### src/rtl/id_ex_pipe.sv
// ID->EX pipeline register with valid/ready handshake, bubble insertion and flush.
// Define ID_EX_SKID_EN to add a skid entry behind the main entry (registered id_ready).
module id_ex_pipe #(
    parameter int ALUOP_W  = 8,
    parameter int ALUSEL_W = 3,
    parameter int REG_W    = 32,
    parameter int ADDR_W   = 5
) (
    input  logic                clk,
    input  logic                rst,
    input  logic                flush,
    input  logic                id_valid,
    output logic                id_ready,
    input  logic [ALUOP_W-1:0]  id_aluop,
    input  logic [ALUSEL_W-1:0] id_alusel,
    input  logic [REG_W-1:0]    id_reg1,
    input  logic [REG_W-1:0]    id_reg2,
    input  logic [ADDR_W-1:0]   id_wd,
    input  logic                id_wreg,
    input  logic [REG_W-1:0]    id_link_addr,
    input  logic                id_in_delayslot,
    input  logic                next_in_delayslot,
    output logic                ex_valid,
    input  logic                ex_ready,
    output logic [ALUOP_W-1:0]  ex_aluop,
    output logic [ALUSEL_W-1:0] ex_alusel,
    output logic [REG_W-1:0]    ex_reg1,
    output logic [REG_W-1:0]    ex_reg2,
    output logic [ADDR_W-1:0]   ex_wd,
    output logic                ex_wreg,
    output logic [REG_W-1:0]    ex_link_addr,
    output logic                ex_in_delayslot,
    output logic                is_in_delayslot_o,
    output logic [1:0]          occupancy
);

    localparam logic [ALUOP_W-1:0]  EXE_NOP_OP    = '0;
    localparam logic [ALUSEL_W-1:0] EXE_RES_NOP   = '0;
    localparam logic [REG_W-1:0]    ZERO_WORD     = '0;
    localparam logic                WRITE_DISABLE = 1'b0;

    typedef struct packed {
        logic [ALUOP_W-1:0]  aluop;
        logic [ALUSEL_W-1:0] alusel;
        logic [REG_W-1:0]    reg1;
        logic [REG_W-1:0]    reg2;
        logic [ADDR_W-1:0]   wd;
        logic                wreg;
        logic [REG_W-1:0]    link_addr;
        logic                in_ds;
    } pay_t;

    localparam pay_t BUBBLE = '{
        aluop:     EXE_NOP_OP,
        alusel:    EXE_RES_NOP,
        reg1:      ZERO_WORD,
        reg2:      ZERO_WORD,
        wd:        {ADDR_W{1'b0}},
        wreg:      WRITE_DISABLE,
        link_addr: ZERO_WORD,
        in_ds:     1'b0
    };

    pay_t id_pay;
    pay_t main_q, main_d;
    logic main_vld_q, main_vld_d;
    logic dly_q, dly_d;
    logic up, dn;

    assign id_pay = '{
        aluop:     id_aluop,
        alusel:    id_alusel,
        reg1:      id_reg1,
        reg2:      id_reg2,
        wd:        id_wd,
        wreg:      id_wreg,
        link_addr: id_link_addr,
        in_ds:     id_in_delayslot
    };

    assign up = id_valid && id_ready;
    assign dn = main_vld_q && ex_ready;

`ifdef ID_EX_SKID_EN
    pay_t skid_q, skid_d;
    logic skid_vld_q, skid_vld_d;

    // Skid empty is a flop, so id_ready never depends on ex_ready combinationally.
    assign id_ready  = !skid_vld_q;
    assign occupancy = {1'b0, main_vld_q} + {1'b0, skid_vld_q};
`else
    assign id_ready  = !main_vld_q || ex_ready;
    assign occupancy = {1'b0, main_vld_q};
`endif

    always_comb begin
        main_d     = main_q;
        main_vld_d = main_vld_q;
        dly_d      = dly_q;
`ifdef ID_EX_SKID_EN
        skid_d     = skid_q;
        skid_vld_d = skid_vld_q;
`endif
        if (flush) begin
            main_d     = BUBBLE;
            main_vld_d = 1'b0;
            dly_d      = 1'b0;
`ifdef ID_EX_SKID_EN
            skid_d     = BUBBLE;
            skid_vld_d = 1'b0;
`endif
        end else begin
            if (up) begin
                dly_d = next_in_delayslot;
            end
`ifdef ID_EX_SKID_EN
            if (!main_vld_q || dn) begin
                if (skid_vld_q) begin
                    main_d     = skid_q;
                    main_vld_d = 1'b1;
                    skid_d     = BUBBLE;
                    skid_vld_d = 1'b0;
                end else if (up) begin
                    main_d     = id_pay;
                    main_vld_d = 1'b1;
                end else begin
                    main_d     = BUBBLE;
                    main_vld_d = 1'b0;
                end
            end else if (up) begin
                skid_d     = id_pay;
                skid_vld_d = 1'b1;
            end
`else
            if (!main_vld_q || dn) begin
                if (up) begin
                    main_d     = id_pay;
                    main_vld_d = 1'b1;
                end else begin
                    main_d     = BUBBLE;
                    main_vld_d = 1'b0;
                end
            end
`endif
        end
    end

    always_ff @(posedge clk or negedge rst) begin
        if (!rst) begin
            main_q     <= BUBBLE;
            main_vld_q <= 1'b0;
            dly_q      <= 1'b0;
        end else begin
            main_q     <= main_d;
            main_vld_q <= main_vld_d;
            dly_q      <= dly_d;
        end
    end

`ifdef ID_EX_SKID_EN
    always_ff @(posedge clk or negedge rst) begin
        if (!rst) begin
            skid_q     <= BUBBLE;
            skid_vld_q <= 1'b0;
        end else begin
            skid_q     <= skid_d;
            skid_vld_q <= skid_vld_d;
        end
    end
`endif

    assign ex_valid          = main_vld_q;
    assign ex_aluop          = main_q.aluop;
    assign ex_alusel         = main_q.alusel;
    assign ex_reg1           = main_q.reg1;
    assign ex_reg2           = main_q.reg2;
    assign ex_wd             = main_q.wd;
    assign ex_wreg           = main_q.wreg;
    assign ex_link_addr      = main_q.link_addr;
    assign ex_in_delayslot   = main_q.in_ds;
    assign is_in_delayslot_o = dly_q;

endmodule

### config.mk
export PLATFORM = sky130hd
export DESIGN_NAME = id_ex_pipe
export DESIGN_NICKNAME = d
export VERILOG_FILES = /design/src/rtl/id_ex_pipe.sv
export SDC_FILE = /design/constraint.sdc
export NUM_CORES = 1
export LEC_CHECK = 0
export CORE_MARGIN = 4
export CORE_UTILIZATION = 41
export DETAILED_ROUTE_END_ITERATION = 12
export PLACE_DENSITY = 0.8
export SETUP_SLACK_MARGIN = 0.05
export SLEW_MARGIN = 20
export SYNTH_ARGS = -nofsm -noshare
export SYNTH_HDL_FRONTEND = slang
export SYNTH_SLANG_ARGS = --single-unit
### constraint.sdc
create_clock -name clk -period 1.4 [get_ports clk]
set_input_delay 0.42 -clock clk [delete_from_list [all_inputs] [get_ports clk]]
set_output_delay 0.42 -clock clk [all_outputs]
set_load 0.005 [all_outputs]
== Word level (Yosys, flattened, before mapping) ==
Index checks and enable logic that the tools add are counted.
Storage, ports and cells
  register bits: 116
  bits in latches: 0
  bits in writable memories: 0
  memory bits (read-only): 0
  input bits: 120
  output and inout bits: 119
  memories kept: 0
Operators by class
  $add $sub $neg: 0
  multipliers: 0
  div/mod/pow operators: 0
  $lt $le $gt $ge: 0
  equal/unequal tests: 0
  shift operators: 0
  mux-type cells: 8
  bitwise operators: 0
  reduce and logical (&&, ||, !) cells: 7
Operators with widths (count)
  two-way mux 114 bit: 3
  two-way mux 1 bit: 5
  nonzero test 2 bit: 2
  logical AND 1 bit: 2
  logical OR 1 bit: 2
  zero test 1 bit: 1

== Depth between registers and ports, before layout ==
Gate-level depths: netlist of run 1.
  depth after elaboration: 6
  gate-level depth with buffers: 7
  mapped depth without buffers: 4

== Least setup slack after synthesis of run 1 ==
Ideal clock, no wire load.
  path type: register to output
  start point: register main_vld_q, in the netlist ex_valid
  end point: output id_ready
  arrival time: 876 ps
  data required time: 980 ps
  slack: 104 ps
  cell stages (with the launch flop): 5
  path through: dfrtp_1 nor2b_4 buf_6 inv_6 buf_2
On the way
  cells in the longest elaborated chain, start to end: 2
Ends and longest elaborated chain
  start, declared: RTL line 66  | logic main_vld_q, main_vld_d;
  start signal, assigned: RTL line 155  | main_vld_q <= main_vld_d;
  zero test 1 bit: RTL line 92  | assign id_ready = !main_vld_q || ex_ready;
  logical OR 1 bit: RTL line 92
  end, declared: RTL line 13  | output logic id_ready,
Every way passes these cells.

== Worst setup path after layout of run 1 ==
Same ends and word-level chain as after synthesis.

==> impl_metrics.csv, run 1 <==
group,metric,value,unit
status,status,"complete, but fails checks",
status,violations,"setup timing",
floorplanning,ioPinCount,239,
global_routing,met3_usage,8.64,%
global_routing,grt_start_max_net_pins,68,
logic_synthesis,netlist_instances,519,
floorplanning,die-area,14300,µm²
critical_path,crit_path_start_kind,"flip-flop",
global_routing,top_usage_layer,"met2",
critical_path,critical_path.slowest_cell,"dfrtp_1",
route,postRouteAntennaNets,0,
floorplanning,num_rows,40,
floorplanning,initial_core_util,42.1,%
route,first_pass_iters,5,
logic_synthesis,synth_nets,639,
final_layout,drive_gt1_share,46.2,%
final_layout,final_util,74.6,%
clock_tree,clk_pin_slew,60,ps
critical_path,critPathMaxStageDelay,410,ps
global_routing,gr-total-overflow,0,
critical_path,cp_max_fo,2,
placed_design,dpl_cell_area,7590,µm²
route,dr.first_iter.drc_count,438,
critical_path,end_kind,"output pin",
critical_path,cp_top_family,"flip-flops",
logic_synthesis,ys_types,18,
floorplanning,die_h,119,µm
global_routing,grt_use_total,26.4,%
route,routed_via_density,5.36,
logic_synthesis,synth_top_area_cell,"dfrtp_1",
global_routing,grt_pass1_wl,29.4,mm
global_routing,grt_util_met1,30.9,%
critical_path,worstPathArrival,1280,ps
critical_path,path_cells,"buf_4 -> nor2b_4 -> inv_6 -> buf_6",
final_layout,antenna_cells,0,
final_layout,syn2layout_area_growth,77.5,%
clock_tree,cts_buffer_depth,2,
logic_synthesis,synth.area.top_cells,"dfrtp_1 (57%), a21oi_1 (8.7%), nand2_1 (8.4%), nand3_1 (8.4%), nand3_2 (5.9%)",
clock_tree,clock-sinks,116,
timing,fmax,0.589,GHz
route,wl_per_cell,21.0,µm
timing,setup_slack,-297,ps
clock_tree,cts_buffers,17,
floorplanning,die_x,119,µm
final_layout,fin_nets,953,
clock_tree,htree_levels,4,
placed_design,place_congestion,0.792,
clock_tree,clk_latency,420,ps
timing,period_share,121,%
critical_path,startpoint,"ex_valid",
timing,hold_violations,0,
logic_synthesis,syn_area,5090,µm²
critical_path,path_buf_inv,3,
global_routing,grt_pass1_vias,5428,
power_and_ir_drop,p_leak,4.33,nW
route,drc,0,
logic_synthesis,ys_ff_latch,116,
logic_synthesis,ys_warn_count,0,
global_routing,antenna_found_initial,0,
global_routing,use_met2,44.4,%
min_path,hp-class,"input pin to asynchronous set/reset pin",
timing,slew_violations,0,
run,cap_violations,0,
logic_synthesis,yosysTopAreaCellShare,57.0,%
timing,rsz0062_at_grt,"yes",
critical_path,crit_type,"flip-flop to output pin",
floorplanning,core,12100,µm²
power_and_ir_drop,power.total,9.80,mW
critical_path,required,980,ps
route,routed_wl,21.2,mm
logic_synthesis,synth-seq-area-share,57.0,%
timing,setup_viol,120,
logic_synthesis,syn_area_per_cell,9.81,µm²
critical_path,r2r-start,"ex_valid",
clock_tree,clockRootBuffer,"clkbuf_16",
route,vias,5436,
placed_design,post-dp-hpwl,10.5,mm
critical_path,r2r_slack,-260,ps
final_layout,design_area,9040,µm²
power_and_ir_drop,powerDensity,1080,nW/µm²
timing,min_period,1700,ps
timing,fin_skew,7.73,ps
placed_design,portBuffers,237,
final_layout,fill_cells,823,
clock_tree,cts_tree,"built",
power_and_ir_drop,peakVddDrop,0.586,mV
[power by group]
group	internal (mW)	switching, mW
logic	0.856	0.738
registers	3.50	0.0880
clock network	3.01	1.61
[worst reg2reg max path, cell delays in order, from the launching register on]
cell	delay, ps
dfrtp_1	410
buf_4	130
nor2b_4	180
buf_4	140
buf_12	140
buf_12	130
buf_12	100
buf_16	120
nand2_2	70
a21oi_2	170
[sequential cells by signal (all words and copies together), names as in the netlist, 3 cells and up]
name          count
ex_reg1          32
ex_aluop          8
ex_link_addr     32
ex_reg2          32
ex_wd             5
ex_alusel         3
[final cells by class]
class	count	area (µm²)	share of cell area, %
repair buffers	348	3170	35.0
flip-flops and latches	116	2900	32.1
multi-input cells	348	2120	23.5
clock buffers	18	439	4.86
well taps	168	210	2.33
clock inverters	14	185	2.05
inverters	2	12.5	0.138
[repair_timing]
action	4_1_cts	5_1_grt
setup endpoints to repair	187	234
resized for setup	527	58
hold endpoints to repair	6	0
hold buffers	1	0
gates cloned	11	4
buffers inserted	39	44
pin swaps	0	2
[metal layers]
metal	wire length, µm	share of wire [%]
met5	0	0
met3	1560	7.3
met4	818	3.9
met2	10900	51
met1	8010	38
[kinds of logic after synthesis]
kind of cell	share of synthesized area, %
compound gates	13.5
other cells	0.0736
simple gates	22.9
flops	57.0
buf+inv	6.53
[final timing paths]
path,cells past startpoint,to
worst max-delay path,4,id_ready
worst min-delay path,2,ex_reg1[10]
worst max register to register,9,ex_reg2[30]
worst min register to register,2,ex_aluop[6]
max in group asynchronous,3,ex_reg2[0]
min in group clk,3,ex_link_addr[24]
[cell usage after synthesis]
cell	number
clkbuf_1	13
conb_1	1
nand3_2	30
o21ai_0	1
nand2_1	114
a21oi_2	27
buf_1	5
nor2b_4	1
buf_12	2
buf_6	2
inv_1	1
a21oi_1	89
buf_8	2
inv_6	1
nand3_1	85
buf_2	23
dfrtp_1	116
buf_4	6
[per-stage QoR]
step	setup TNS (ps)	hold slack, ps	setup WS, ps	cells
3_3_place_gp	-44280	255	-540	886
2_1_floorplan	0	124	104	519
4_1_cts	-14220	360	-249	968
5_1_grt	-22230	379	-331	1014
3_5_place_dp	-47070	258	-539	886
6_report	-16970	380	-297	1014
[cells in the final DEF, fill, tap and decap left out, drive strengths merged]
| cell type | synthesis | layout |
|---|---|---|
| inv | 2 | 2 |
| nor2b | 1 | 1 |
| dfrtp | 116 | 116 |
| buf | 40 | 228 |
| bufinv | 0 | 4 |
| a21oi | 116 | 116 |
| clkbuf | 13 | 21 |
| clkinvlp | 0 | 3 |
| conb | 1 | 1 |
| clkinv | 0 | 7 |
| nand2 | 114 | 114 |
| clkdlybuf4s50 | 0 | 115 |
| dlygate4sd3 | 0 | 1 |
| o21ai | 1 | 1 |
| nand3 | 115 | 115 |
| dlygate4sd2 | 0 | 1 |
Power figures use the tool's default switching activity.
==> inputs of run 2 (changes only) <==
CORE_UTILIZATION = 45   (was 41)
PLACE_DENSITY = 0.87   (was 0.8)
clock period = 2.1 ns   (was 1.4 ns; I/O delays follow)
==> run 2 against run 1 <==
Effect of this change:
- the flow now finishes without violations
- final cell count decreased by 12%
- clock power down 44%
- sequential share of layout area grew 3.6 points
- critical endpoint unchanged
- largest power group unchanged
==> impl_metrics.csv, run 2 (synthesis gave the netlist of run 1 again) <==
group,metric,value,unit
status,status,"complete, no violations",
global_routing,gr-total-overflow,0,
global_routing,grt_use_total,25.6,%
final_layout,syn2layout_area_growth,59.5,%
min_path,hp-class,"input pin to asynchronous set/reset pin",
clock_tree,cts_hold_buf,0,
timing,min_period,1980,ps
timing,period_share,94.1,%
route,drc,0,
final_layout,fill_cells,741,
timing,slew-limit-headroom,66.3,%
critical_path,r2r_end,"ex_link_addr[1]",
timing,fin_skew,4.87,ps
timing,tightest_slew,505,ps
power_and_ir_drop,p_leak,3.33,nW
final_layout,layout_commonest_cell,"clkdlybuf4s50_1",
route,met3WireLength,1.41,mm
clock_tree,clockRootBuffer,"clkbuf_16",
route,postRouteAntennaNets,0,
route,vias,4744,
timing,hold_ws,184,ps
critical_path,end_kind,"output pin",
clock_tree,clk_pin_slew,50,ps
critical_path,r2r_slack,440,ps
final_layout,fin_nets,860,
route,wl_met1,6.46,mm
run,cap_violations,0,
critical_path,path_common_cell,"dlygate4sd2_1",
floorplanning,initial_core_util,46.6,%
timing,hold_violations,0,
global_routing,grt_pass1_vias,4963,
floorplanning,die-area,13100,µm²
floorplanning,ioPinCount,239,
critical_path,path_cells,"dlygate4sd2_1 -> nor2b_4 -> inv_6 -> dlygate4sd2_1",
final_layout,regArea,2900,µm²
final_layout,antenna_cells,0,
floorplanning,die_x,114,µm
route,routed_wl,16.5,mm
clock_tree,cts_tree,"built",
route,wl_per_cell,18.5,µm
final_layout,final_util,74.3,%
critical_path,r2r-start,"ex_valid",
placed_design,post-dp-hpwl,11.2,mm
final_layout,final_cell_mix,"clkdlybuf4s50_1 (232), dfrtp_1 (116), nand2_1 (114), a21oi_1 (89), nand3_1 (85)",
critical_path,crit_type,"input pin to output pin",
global_routing,grt_pass1_wl,26.1,mm
global_routing,grt_start_max_net_pins,70,
placed_design,portBuffers,237,
power_and_ir_drop,powerDensity,723,nW/µm²
final_layout,layout.cells.non_filler,892,
placed_design,place_inst,860,
global_routing,antenna_found_initial,0,
timing,fmax,0.506,GHz
final_layout,drive_gt1_share,14.2,%
critical_path,critical_path.slowest_cell,"dlygate4sd2_1",
clock_tree,clock-sinks,116,
critical_path,reg2reg_depth,6,
critical_path,cp_top_family,"buffers and inverters",
floorplanning,die_h,114,µm
floorplanning,core,10900,µm²
critical_path,crit_path_start_kind,"input pin",
critical_path,worstPathArrival,1350,ps
route,first_pass_iters,4,
power_and_ir_drop,peakVddDrop,0.453,mV
clock_tree,clk_latency,400,ps
route,routed_via_density,5.32,
timing,setup_viol,0,
route,dr.first_iter.drc_count,519,
critical_path,required,1470,ps
route,routed.top_layer,"met4",
critical_path,critPathMaxStageDelay,260,ps
timing,rsz0062_at_grt,"no",
clock_tree,cts_buffer_depth,2,
critical_path,path_buf_inv,3,
timing,slew_violations,0,
route,wl_met2,8.27,mm
placed_design,place_congestion,0.845,
clock_tree,cts_buffers,17,
floorplanning,num_rows,38,
final_layout,multiInputGateArea,1860,µm²
clock_tree,htree_levels,4,
critical_path,cp_max_fo,2,
run 2: changes by cell type in the layout (fill, tap and decap cells not counted), sizes merged:
cell,change
buf,-207
dlygate4sd2,+1
dlygate4sd3,-1
clkinv,-3
bufinv,-4
clkbuf,+6
clkinvlp,-3
clkdlybuf4s50,+117
run 2: what timing repair did:
action	4_1_cts	5_1_grt
setup endpoints to repair	1	0
setup buffers	1	0
gates resized for setup	2	0
run 2: worst register-to-register path, stage by stage, from the launching register on:
cell     delay (ps)
dfrtp_1         380
nor2b_4         220
buf_4           130
buf_4           120
buf_4           420
nand2_1         120
a21oi_1         190
run 2: layout make-up:
| cell class | count | share of cell area, % |
|---|---|---|
| clock buffer | 27 | 6.44 |
| timing repair buffer | 255 | 32.4 |
| tap | 140 | 2.16 |
| inverter | 2 | 0.154 |
| multi-input combinational | 348 | 22.9 |
| clock inverter | 4 | 0.246 |
| sequential | 116 | 35.7 |
run 2: power breakdown:
| group | internal, mW | total, mW | switching, mW |
|---|---|---|---|
| logic | 0.489 | 0.868 | 0.379 |
| registers | 2.34 | 2.39 | 0.0559 |
| clock network | 1.68 | 2.61 | 0.933 |
run 2: metal layers:
metal,GRT usage (%),up-vias
li1,-,2197
met1,32.2,2298
met2,41.0,215
met3,8.72,34
met4,9.50,0
met5,0,-
run 2: worst max path at each step:
| stage | startpoint | endpoint | slack, ps | cells after the start |
|---|---|---|---|---|
| 5_1_grt | ex_link_addr[21] | ex_link_addr[21] | 100 | 1 |
| 3_3_place_gp | ex_ready | id_ready | -260 | 4 |
| 3_5_place_dp | ex_ready | id_ready | -260 | 4 |
| 4_1_cts | ex_alusel[1] | ex_alusel[1] | 130 | 1 |
| 2_1_floorplan | ex_ready | id_ready | 430 | 4 |
| 6_report | ex_ready | id_ready | 120 | 4 |
run 2: per-stage QoR:
step | TNS, ps | setup WS, ps | power (mW) | cell area [µm²]
finish | 0 | 123 | 5.87 | 8130
global placement | -2150 | -264 | 3.27 | 7580
CTS | 0 | 129 | 5.93 | 8130
global route | 0 | 98.4 | 6.10 | 8130
floorplan | 0 | 428 | 2.72 | 5090
detailed placement | -3630 | -263 | 3.29 | 7580
==> inputs of run 3 (changes only) <==
CTS_CLUSTER_SIZE = 16   (was unset)
==> results of run 3 <==
No change in the layout: final DEF, timing and power equal those of run 2.
